===== src/rtl/reflet_bus_bridge_pkg.sv =====
// Shared types and byte constants for the reflet byte-stream bus bridge.
package reflet_bus_bridge_pkg;

  typedef enum logic [3:0] {
    ST_IDLE    = 4'd0,
    ST_ADDR_HI = 4'd1,
    ST_ADDR_LO = 4'd2,
    ST_DATA_HI = 4'd3,
    ST_DATA_LO = 4'd4,
    ST_HOLD    = 4'd5,
    ST_ACCESS  = 4'd6,
    ST_WAIT    = 4'd7,
    ST_REPLY   = 4'd8
  } state_t;

  localparam logic [7:0] OP_WRITE = 8'h57;
  localparam logic [7:0] OP_READ  = 8'h52;
  localparam logic [7:0] ACK      = 8'h06;
  localparam logic [7:0] NAK      = 8'h15;

  // States in which a command byte may be consumed.
  function automatic logic accepts_rx(input state_t s);
    case (s)
      ST_IDLE, ST_ADDR_HI, ST_ADDR_LO, ST_DATA_HI, ST_DATA_LO: accepts_rx = 1'b1;
      default: accepts_rx = 1'b0;
    endcase
  endfunction

  // States in which the CPU is held off the bus.
  function automatic logic stalls_cpu(input state_t s);
    case (s)
      ST_HOLD, ST_ACCESS, ST_WAIT: stalls_cpu = 1'b1;
      default: stalls_cpu = 1'b0;
    endcase
  endfunction

endpackage


===== src/rtl/reflet_bus_bridge_timeout.sv =====
// Reloadable inter-byte idle counter; pulses expired after TIMEOUT_CYCLES idle cycles.
// Only instantiated when REFLET_BUS_BRIDGE_TIMEOUT_EN is defined.
module reflet_bus_bridge_timeout
  import reflet_bus_bridge_pkg::*;
#(
  parameter int TIMEOUT_CYCLES = 100000
) (
  input  logic clk,
  input  logic reset,
  input  logic run,
  input  logic reload,
  output logic expired
);

  localparam int CNT_W = $clog2(TIMEOUT_CYCLES + 1);
  localparam logic [CNT_W-1:0] LOAD_VAL = CNT_W'(TIMEOUT_CYCLES);

  logic [CNT_W-1:0] cnt_r;

  // Down-counter, parked at the load value whenever no frame is in progress.
  always_ff @(posedge clk or posedge reset) begin
    if (reset) begin
      cnt_r <= LOAD_VAL;
    end else if (reload || !run) begin
      cnt_r <= LOAD_VAL;
    end else if (cnt_r != {CNT_W{1'b0}}) begin
      cnt_r <= cnt_r - CNT_W'(1);
    end else begin
      cnt_r <= cnt_r;
    end
  end

  assign expired = run & ~reload & (cnt_r == CNT_W'(1));

endmodule


===== src/rtl/reflet_bus_bridge.sv =====
// Byte-stream to system-bus bridge: decodes W/R frames, stalls the CPU, does one word access, replies.
// Optional inter-byte abort compiled in with REFLET_BUS_BRIDGE_TIMEOUT_EN.
module reflet_bus_bridge
  import reflet_bus_bridge_pkg::*;
#(
  parameter int READ_LATENCY   = 1,
  parameter int TIMEOUT_CYCLES = 100000
) (
  input  logic        clk,
  input  logic        reset,
  input  logic [7:0]  rx_data,
  input  logic        rx_valid,
  output logic        rx_ready,
  output logic [7:0]  tx_data,
  output logic        tx_valid,
  input  logic        tx_ready,
  output logic        cpu_enable,
  output logic        bus_owned,
  output logic [15:0] bus_addr,
  output logic [15:0] bus_data_out,
  output logic        bus_write_en,
  input  logic [15:0] bus_data_in
);

  localparam int WAIT_W = (READ_LATENCY > 1) ? $clog2(READ_LATENCY) : 1;
  localparam logic [WAIT_W-1:0] WAIT_LAST = WAIT_W'(READ_LATENCY - 1);

  state_t state_r, next_state_s;
  logic              is_write_r;
  logic [15:0]       addr_r;
  logic [15:0]       wdata_r;
  logic [7:0]        data_lo_r;
  logic              reply_more_r;
  logic [WAIT_W-1:0] wait_cnt_r;
  logic              rx_ready_r, tx_valid_r, cpu_enable_r, bus_owned_r, bus_write_en_r;
  logic [7:0]        tx_data_r;
  logic [15:0]       bus_addr_r, bus_data_out_r;
  logic              rx_fire_s, tx_fire_s, expired_s;

  assign rx_fire_s = rx_valid & rx_ready_r;
  assign tx_fire_s = tx_valid_r & tx_ready;

`ifdef REFLET_BUS_BRIDGE_TIMEOUT_EN
  logic frame_active_s;
  assign frame_active_s = (state_r != ST_IDLE) && accepts_rx(state_r);

  reflet_bus_bridge_timeout #(.TIMEOUT_CYCLES(TIMEOUT_CYCLES)) u_timeout (
    .clk     (clk),
    .reset   (reset),
    .run     (frame_active_s),
    .reload  (rx_fire_s),
    .expired (expired_s)
  );
`else
  localparam int unused_timeout_cycles = TIMEOUT_CYCLES;
  assign expired_s = 1'b0;
`endif

  // Next-state logic for frame decode, bus sequencing and reply.
  always_comb begin
    next_state_s = state_r;
    case (state_r)
      ST_IDLE: begin
        if (rx_fire_s) begin
          if (rx_data == OP_WRITE || rx_data == OP_READ) next_state_s = ST_ADDR_HI;
          else next_state_s = ST_REPLY;
        end else begin
          next_state_s = ST_IDLE;
        end
      end
      ST_ADDR_HI: begin
        if (rx_fire_s) next_state_s = ST_ADDR_LO;
        else if (expired_s) next_state_s = ST_REPLY;
        else next_state_s = ST_ADDR_HI;
      end
      ST_ADDR_LO: begin
        if (rx_fire_s) next_state_s = is_write_r ? ST_DATA_HI : ST_HOLD;
        else if (expired_s) next_state_s = ST_REPLY;
        else next_state_s = ST_ADDR_LO;
      end
      ST_DATA_HI: begin
        if (rx_fire_s) next_state_s = ST_DATA_LO;
        else if (expired_s) next_state_s = ST_REPLY;
        else next_state_s = ST_DATA_HI;
      end
      ST_DATA_LO: begin
        if (rx_fire_s) next_state_s = ST_HOLD;
        else if (expired_s) next_state_s = ST_REPLY;
        else next_state_s = ST_DATA_LO;
      end
      ST_HOLD:   next_state_s = ST_ACCESS;
      ST_ACCESS: next_state_s = is_write_r ? ST_REPLY : ST_WAIT;
      ST_WAIT: begin
        if (wait_cnt_r == WAIT_LAST) next_state_s = ST_REPLY;
        else next_state_s = ST_WAIT;
      end
      ST_REPLY: begin
        if (tx_fire_s && !reply_more_r) next_state_s = ST_IDLE;
        else next_state_s = ST_REPLY;
      end
      default: next_state_s = ST_IDLE;
    endcase
  end

  // State, frame capture and registered outputs decoded from the next state.
  always_ff @(posedge clk or posedge reset) begin
    if (reset) begin
      state_r        <= ST_IDLE;
      is_write_r     <= 1'b0;
      addr_r         <= 16'h0000;
      wdata_r        <= 16'h0000;
      data_lo_r      <= 8'h00;
      reply_more_r   <= 1'b0;
      wait_cnt_r     <= {WAIT_W{1'b0}};
      rx_ready_r     <= 1'b1;
      tx_valid_r     <= 1'b0;
      tx_data_r      <= 8'h00;
      cpu_enable_r   <= 1'b1;
      bus_owned_r    <= 1'b0;
      bus_addr_r     <= 16'h0000;
      bus_data_out_r <= 16'h0000;
      bus_write_en_r <= 1'b0;
    end else begin
      state_r        <= next_state_s;
      rx_ready_r     <= accepts_rx(next_state_s);
      cpu_enable_r   <= ~stalls_cpu(next_state_s);
      bus_owned_r    <= (next_state_s == ST_ACCESS) || (next_state_s == ST_WAIT);
      bus_write_en_r <= (next_state_s == ST_ACCESS) && is_write_r;
      tx_valid_r     <= (next_state_s == ST_REPLY);

      if (rx_fire_s) begin
        case (state_r)
          ST_IDLE:    is_write_r    <= (rx_data == OP_WRITE);
          ST_ADDR_HI: addr_r[15:8]  <= rx_data;
          ST_ADDR_LO: addr_r[7:0]   <= rx_data;
          ST_DATA_HI: wdata_r[15:8] <= rx_data;
          ST_DATA_LO: wdata_r[7:0]  <= rx_data;
          default:    addr_r        <= addr_r;
        endcase
      end

      // Word-aligned address is latched as the bus is taken.
      if (state_r == ST_HOLD) begin
        bus_addr_r <= {addr_r[15:1], 1'b0};
        if (is_write_r) bus_data_out_r <= wdata_r;
      end

      if (state_r == ST_ACCESS) wait_cnt_r <= {WAIT_W{1'b0}};
      else if (state_r == ST_WAIT) wait_cnt_r <= wait_cnt_r + WAIT_W'(1);

      if (next_state_s == ST_REPLY && state_r != ST_REPLY) begin
        case (state_r)
          ST_ACCESS: begin
            tx_data_r    <= ACK;
            reply_more_r <= 1'b0;
          end
          ST_WAIT: begin
            tx_data_r    <= bus_data_in[15:8];
            data_lo_r    <= bus_data_in[7:0];
            reply_more_r <= 1'b1;
          end
          default: begin
            tx_data_r    <= NAK;
            reply_more_r <= 1'b0;
          end
        endcase
      end else if (state_r == ST_REPLY && tx_fire_s && reply_more_r) begin
        tx_data_r    <= data_lo_r;
        reply_more_r <= 1'b0;
      end
    end
  end

  assign rx_ready     = rx_ready_r;
  assign tx_valid     = tx_valid_r;
  assign tx_data      = tx_data_r;
  assign cpu_enable   = cpu_enable_r;
  assign bus_owned    = bus_owned_r;
  assign bus_addr     = bus_addr_r;
  assign bus_data_out = bus_data_out_r;
  assign bus_write_en = bus_write_en_r;

endmodule


===== config.mk =====
export PLATFORM = sky130hd
export DESIGN_NAME = reflet_bus_bridge
export DESIGN_NICKNAME = d
export VERILOG_FILES = /design/src/rtl/reflet_bus_bridge_pkg.sv /design/src/rtl/reflet_bus_bridge_timeout.sv /design/src/rtl/reflet_bus_bridge.sv
export SDC_FILE = /design/constraint.sdc
export NUM_CORES = 1
export LEC_CHECK = 0
export BUFFER_PORTS_ARGS = -buffer_cell sky130_fd_sc_hd__buf_2
export CAP_MARGIN = 20
export CORE_MARGIN = 2
export CORE_UTILIZATION = 54
export CTS_CLUSTER_SIZE = 20
export DETAILED_ROUTE_END_ITERATION = 10
export PLACE_DENSITY = 0.79
export SETUP_SLACK_MARGIN = 0.4
export SLEW_MARGIN = 20
export SYNTH_ARGS = -nofsm -noshare
export SYNTH_HDL_FRONTEND = slang
export SYNTH_SLANG_ARGS = --single-unit

===== constraint.sdc =====
create_clock -name clk -period 4 [get_ports clk]
set_clock_uncertainty 0.15 [all_clocks]
set_input_delay 0.6 -clock clk [delete_from_list [all_inputs] [get_ports clk]]
set_output_delay 0.6 -clock clk [all_outputs]
set_load 0.03 [all_outputs]

### After elaboration in Yosys (flattened, before gate mapping)

Index checks and enable logic that the tools add are counted.

| word-level totals | value |
|---|---|
| memory bits (writable) | 0 |
| input bits | 28 |
| memories | 0 |
| memory bits (read-only) | 0 |
| register bits | 91 |
| bits in latches | 0 |

| cells by class | value |
|---|---|
| add/subtract/negate cells | 1 |
| $lt $le $gt $ge | 0 |
| multiply operators | 0 |
| reduce and logical (&&, ||, !) cells | 21 |
| shifts and indexed selects | 0 |
| mux-type cells | 21 |
| equal/unequal tests | 19 |
| divide/modulo/power cells | 0 |
| bitwise gates (word level) | 3 |

Operators by type and width:

| operator | count |
|---|---|
| $pmux W4 S9 | 1 |
| $eq A4 B3 Y1 const B | 8 |
| $mux W4 | 5 |
| $eq A4 B2 Y1 const B | 4 |
| $eq A8 B7 Y1 const B | 2 |
| $mux W8 | 2 |
| $pmux W8 S2 | 1 |
| $reduce_and A2 Y1 | 7 |
| $mux W3 | 3 |
| $eq A4 B1 Y1 const B | 2 |
| $eq A4 B4 Y1 const B | 2 |
| $logic_not A4 Y1 | 2 |
| $mux W1 | 8 |
| $logic_and A1 B1 Y1 | 5 |
| $reduce_or A5 Y1 | 1 |
| $ne A4 B4 Y1 const B | 1 |
| $reduce_bool A2 Y1 | 2 |
| $reduce_or A3 Y1 | 1 |
| $and A1 B1 Y1 | 2 |
| $logic_or A1 B1 Y1 | 2 |
| $mux W2 | 1 |
| $add A1 B1 Y1 const B | 1 |
| $logic_not A1 Y1 | 1 |
| $not A1 Y1 | 1 |

### Logic depth before layout (Yosys ltp)

| depth | value |
|---|---|
| depth in word-level cells | 9 |
| mapped depth | 7 |
| gate-level depth less buffers | 5 |

### Least setup slack after synthesis

No wires, ideal clock.

| path | value |
|---|---|
| path type | register to register |
| start | register rx_ready_r, in the netlist rx_ready |
| end | register addr_r[1] |
| arrival time | 1.612 ns |
| cell stages (with the launch flop) | 6 |
| setup slack | 2.113 ns |
| setup time | 0.125 ns |
| path through | dfstp_2 > and4bb_4 > nand2_1 > or2_1 > buf_4 > mux2_4 |

| on the way | value |
|---|---|
| longest elaborated chain between the ends | 2 |

RTL lines:

| what | line | RTL |
|---|---|---|
| from (decl) | reflet_bus_bridge.sv:35 | `logic rx_ready_r, tx_valid_r, cpu_enable_r, bus_owned_r, bus_write_en_r;` |
| from (signal assigned) | reflet_bus_bridge.sv:125 | `rx_ready_r <= accepts_rx(next_state_s);` |
| $and A1 B1 Y1 | reflet_bus_bridge.sv:40 | `assign rx_fire_s = rx_valid & rx_ready_r;` |
| $reduce_and A2 Y1 (no line) | n/a |  |
| to (signal assigned) | reflet_bus_bridge.sv:135 | `ST_ADDR_LO: addr_r[7:0] <= rx_data;` |
| to (signal assigned) | reflet_bus_bridge.sv:138 | `default: addr_r <= addr_r;` |
| to (decl) | reflet_bus_bridge.sv:30 | `logic [15:0] addr_r;` |

Every way passes these cells.
A chain may end at the register's enable or synchronous reset.

### Final worst setup path

| path | value |
|---|---|
| start | register state_r[0] |
| end | register bus_data_out_r[0], in the netlist bus_data_out[0] |

| on the way | value |
|---|---|
| longest elaborated chain between the ends | 2 |

RTL lines:

| what | line | RTL |
|---|---|---|
| from (decl) | reflet_bus_bridge.sv:28 | `state_t state_r, next_state_s;` |
| from (signal assigned) | reflet_bus_bridge.sv:124 | `state_r <= next_state_s;` |
| $eq A4 B3 Y1 | reflet_bus_bridge.sv:143 | `if (state_r == ST_HOLD) begin` |
| $reduce_and A2 Y1 (no line) | n/a |  |
| to (signal assigned) | reflet_bus_bridge.sv:145 | `if (is_write_r) bus_data_out_r <= wdata_r;` |
| to (decl) | reflet_bus_bridge.sv:37 | `logic [15:0] bus_addr_r, bus_data_out_r;` |

Every way passes these cells.

==> key figures <==
Detailed routing
  • Final antenna-violating net count: 0
  • Uppermost layer routed: met4
  • Total length of routed met2 wires: 3000 um
  • Detailed route wirelength on metal3: 243 um
  • Total detailed-routing wirelength: 6590 um
  • Met1 Wirelength: 3220 um
  • First-pass iteration count of the detailed router: 4
  • WL/cell: 16.0 um
  • Mean number of vias per cell: 5.37
  • Overall via count from detail_route: 2214
  • Post-detailed-route DRC marker count: 0
  • DRT iter0 DRCs: 193

Setup path
  • Chain of cells forming the critical path: nand2_1, nor2_4, nand2_2, mux2_1
  • Slowest stage delay, CP: 0.63 ns
  • Data arrival, critical path: 2.36 ns
  • Crit path max fanout: 17
  • CP required: 4.09 ns
  • Endpoint kind of the worst setup timing path: register
  • Worst Path Class, Setup: reg2reg
  • Critical-path cell with the highest stage delay: sky130_fd_sc_hd__dfrtp_1
  • Kind of start point of the critical path: register

Finish
  • Seq. cell area: 2250 um2
  • Most frequent standard cell in the layout excluding fill and tap cells: sky130_fd_sc_hd__dfrtp_1
  • Antenna diodes: 0
  • Synth-to-Final Area Change: 16.3%
  • Post-route cell area: 4250 um2
  • Fill cell instance count of the final layout: 493
  • Final net count: 358
  • Highest-count cells in the layout ignoring fill and taps: 88 x sky130_fd_sc_hd__dfrtp_1, 71 x sky130_fd_sc_hd__buf_2, 54 x sky130_fd_sc_hd__mux2_2, 15 x sky130_fd_sc_hd__nand2_1, 10 x sky130_fd_sc_hd__nor2_1
  • Combined area of the multi-input logic cells: 1310 um2
  • Layout Utilization: 0.658
  • Proportion of layout cells with a drive suffix above 1: 0.478

Yosys
  • Synth cell types: 38
  • Post-synthesis instance total: 256
  • Synthesized area: 3660 um2
  • Mean instance size in the synthesized netlist: 14.3 um2
  • Count of warnings emitted by yosys: 0
  • Sequential share of the synthesized area: 0.616
  • Seq cells post-synth: 90
  • Proportion of register bits with asynchronous set or reset after synthesis: 1.00
  • EDFF count, synth: 0
  • Syn nets: 284
  • Most used DFF post-synth: sky130_fd_sc_hd__dfrtp_1

Clock tree
  • Buffer cell driving the clock tree root: sky130_fd_sc_hd__clkbuf_8
  • Clock tree from TritonCTS: yes
  • Number of gates given a new drive strength after cts: 0
  • Setup Buffers After CTS: 0
  • Worst-Skew Late Latency: 0.36 ns
  • CTS Hold Buffers Added: 0
  • Max Root-Sink Buffers: 2
  • H-tree levels: 3
  • Clock tree sinks: 90
  • TritonCTS buffer count: 9
  • CTS clk-pin slew, worst paths: 0.11 ns

Timing
  • Actual transition at the worst max-transition pin: 1.00 ns
  • PnR worst setup slack: 1.73 ns
  • Final hold violation count: 0
  • Fin crit period: 2.27 ns
  • Fraction of the cycle the final worst path needs: 0.567
  • RSZ-0062 raised after global routing: false
  • Number of max-slew violations in the final report: 0
  • Final setup vio count: 0
  • Max Clk Rate: 0.441 GHz
  • Max-Slew Margin vs Limit: 0.330
  • Sum of negative setup slack: 0 ns

Floorplanning
  • Placeable core region: 6460 um2
  • Die height: 86.3 um
  • Total Die Area: 7450 um2
  • Starting density of the core: 0.566
  • Count of pins on the block boundary: 73
  • Die X: 86.3 um
  • Floorplan row count: 29

Power
  • Tot Pwr: 0.00182 W
  • Leakage power figure: 2.34 nW
  • Worst supply voltage drop on vdd: 0.227 mV
  • P per Cell Area: 427 nW/um2

Place
  • Routability cong.: 0.845
  • IO Port Bufs: 71
  • Placed standard-cell area: 4050 um2
  • Post-DP HPWL: 4660 um
  • Worst slack at placement: 1.66 ns

Status
  • Result of the run: complete, no violations

Global route
  • Largest net degree at the start of global routing: 47
  • Via count of the first global-routing pass: 2269
  • Global-route wire length before repair: 11300 um
  • Grt total ovfl: 0
  • Global-route usage over all layers: 0.200
  • Antenna violations before repair: 0

Hold path
  • Worst hold path class: in2async

Run
  • Max-cap viol count: 0
worst paths after layout:
check | from | end | slack (ns) | cells past startpoint
worst max-delay path | state_r[0]$_DFF_PP0_ | bus_data_out[0]$_DFFE_PP0P_ | 1.73 | 4
worst min-delay path | reset | wdata_r[13]$_DFFE_PP0P_ | 0.19 | 2
worst max register to register | state_r[0]$_DFF_PP0_ | bus_data_out[0]$_DFFE_PP0P_ | 1.73 | 4
worst min register to register | wdata_r[15]$_DFFE_PP0P_ | bus_data_out[15]$_DFFE_PP0P_ | 0.33 | 1
max in group asynchronous | reset | rx_ready$_DFF_PP1_ | 2.68 | 3
min in group clk | bus_data_in[7] | data_lo_r[7]$_DFFE_PP0P_ | 0.30 | 2
cells in the mapped netlist, types with 3 or more instances:
cell type                 instances  area [um2]
sky130_fd_sc_hd__nand2_1         15        56.3
sky130_fd_sc_hd__mux2_1           9         101
sky130_fd_sc_hd__buf_4            4        30.0
sky130_fd_sc_hd__nor2b_1          5        31.3
sky130_fd_sc_hd__inv_1            4        15.0
sky130_fd_sc_hd__mux2_2          54         608
sky130_fd_sc_hd__a22oi_1          4        30.0
sky130_fd_sc_hd__buf_2            4        20.0
sky130_fd_sc_hd__nand3_1          3        15.0
sky130_fd_sc_hd__a21o_1           3        22.5
sky130_fd_sc_hd__o21ai_0          9        45.0
sky130_fd_sc_hd__dfrtp_1         88        2200
sky130_fd_sc_hd__a221o_1          4        40.0
sky130_fd_sc_hd__nor2_1          10        37.5
sky130_fd_sc_hd__mux2_4           7         105
sky130_fd_sc_hd__a21oi_1          5        25.0
through the flow:
step | hold slack (ns) | cells
3_3_place_gp | 0.307 | 396
5_1_grt | 0.233 | 412
2_1_floorplan | 0.302 | 256
3_5_place_dp | 0.321 | 396
6_report | 0.190 | 412
4_1_cts | 0.194 | 412
sequential cells by signal (all words and copies together), names as in the netlist:
| name | flops |
|---|---|
| is_write_r | 1 |
| bus_addr | 15 |
| cpu_enable | 1 |
| reply_more_r | 1 |
| bus_owned | 1 |
| wait_cnt_r | 1 |
| wdata_r | 16 |
| tx_data | 8 |
| data_lo_r | 8 |
| state_r | 4 |
| tx_valid | 1 |
| bus_write_en | 1 |
| bus_data_out | 16 |
| addr_r | 15 |
| rx_ready | 1 |
layout make-up:
cell class,instances,area share
tap,77,0.0227
multi-input combinational,151,0.308
timing repair buffer,73,0.0871
inverter,5,0.00471
sequential,90,0.530
clock inverter,7,0.0179
clock buffer,9,0.0291
report_power, final:
group          switching, W  total (W)  leakage [nW]  internal, W
clock              0.000363   0.000612         0.103     0.000250
sequential        0.0000293   0.000980          1.24     0.000950
combinational      0.000145   0.000226         0.995    0.0000805
total              0.000538    0.00182          2.34      0.00128
layer usage:
metal | vias up | track usage
li1 | 1059 | -
met1 | 1094 | 0.296
met2 | 53 | 0.283
met3 | 8 | 0.0381
met4 | 0 | 0.0994
met5 | - | 0
worst max-delay path, delay by kind of cell, from the launching register on:
kind	cells	cell delay [ns]
DFF	1	0.63
muxes	1	0.41
and+or+nand+nor	3	0.96
logic make-up after synthesis:
group	after synthesis	share of synthesized area
other	1	0.00103
AOI/OAI and AO/OA	30	0.0575
xor gates and xnor gates	2	0.00479
muxes	70	0.223
DFF	90	0.616
buffers and inverters	15	0.0250
and+or+nand+nor	48	0.0725
Power figures use the tool's default switching activity.
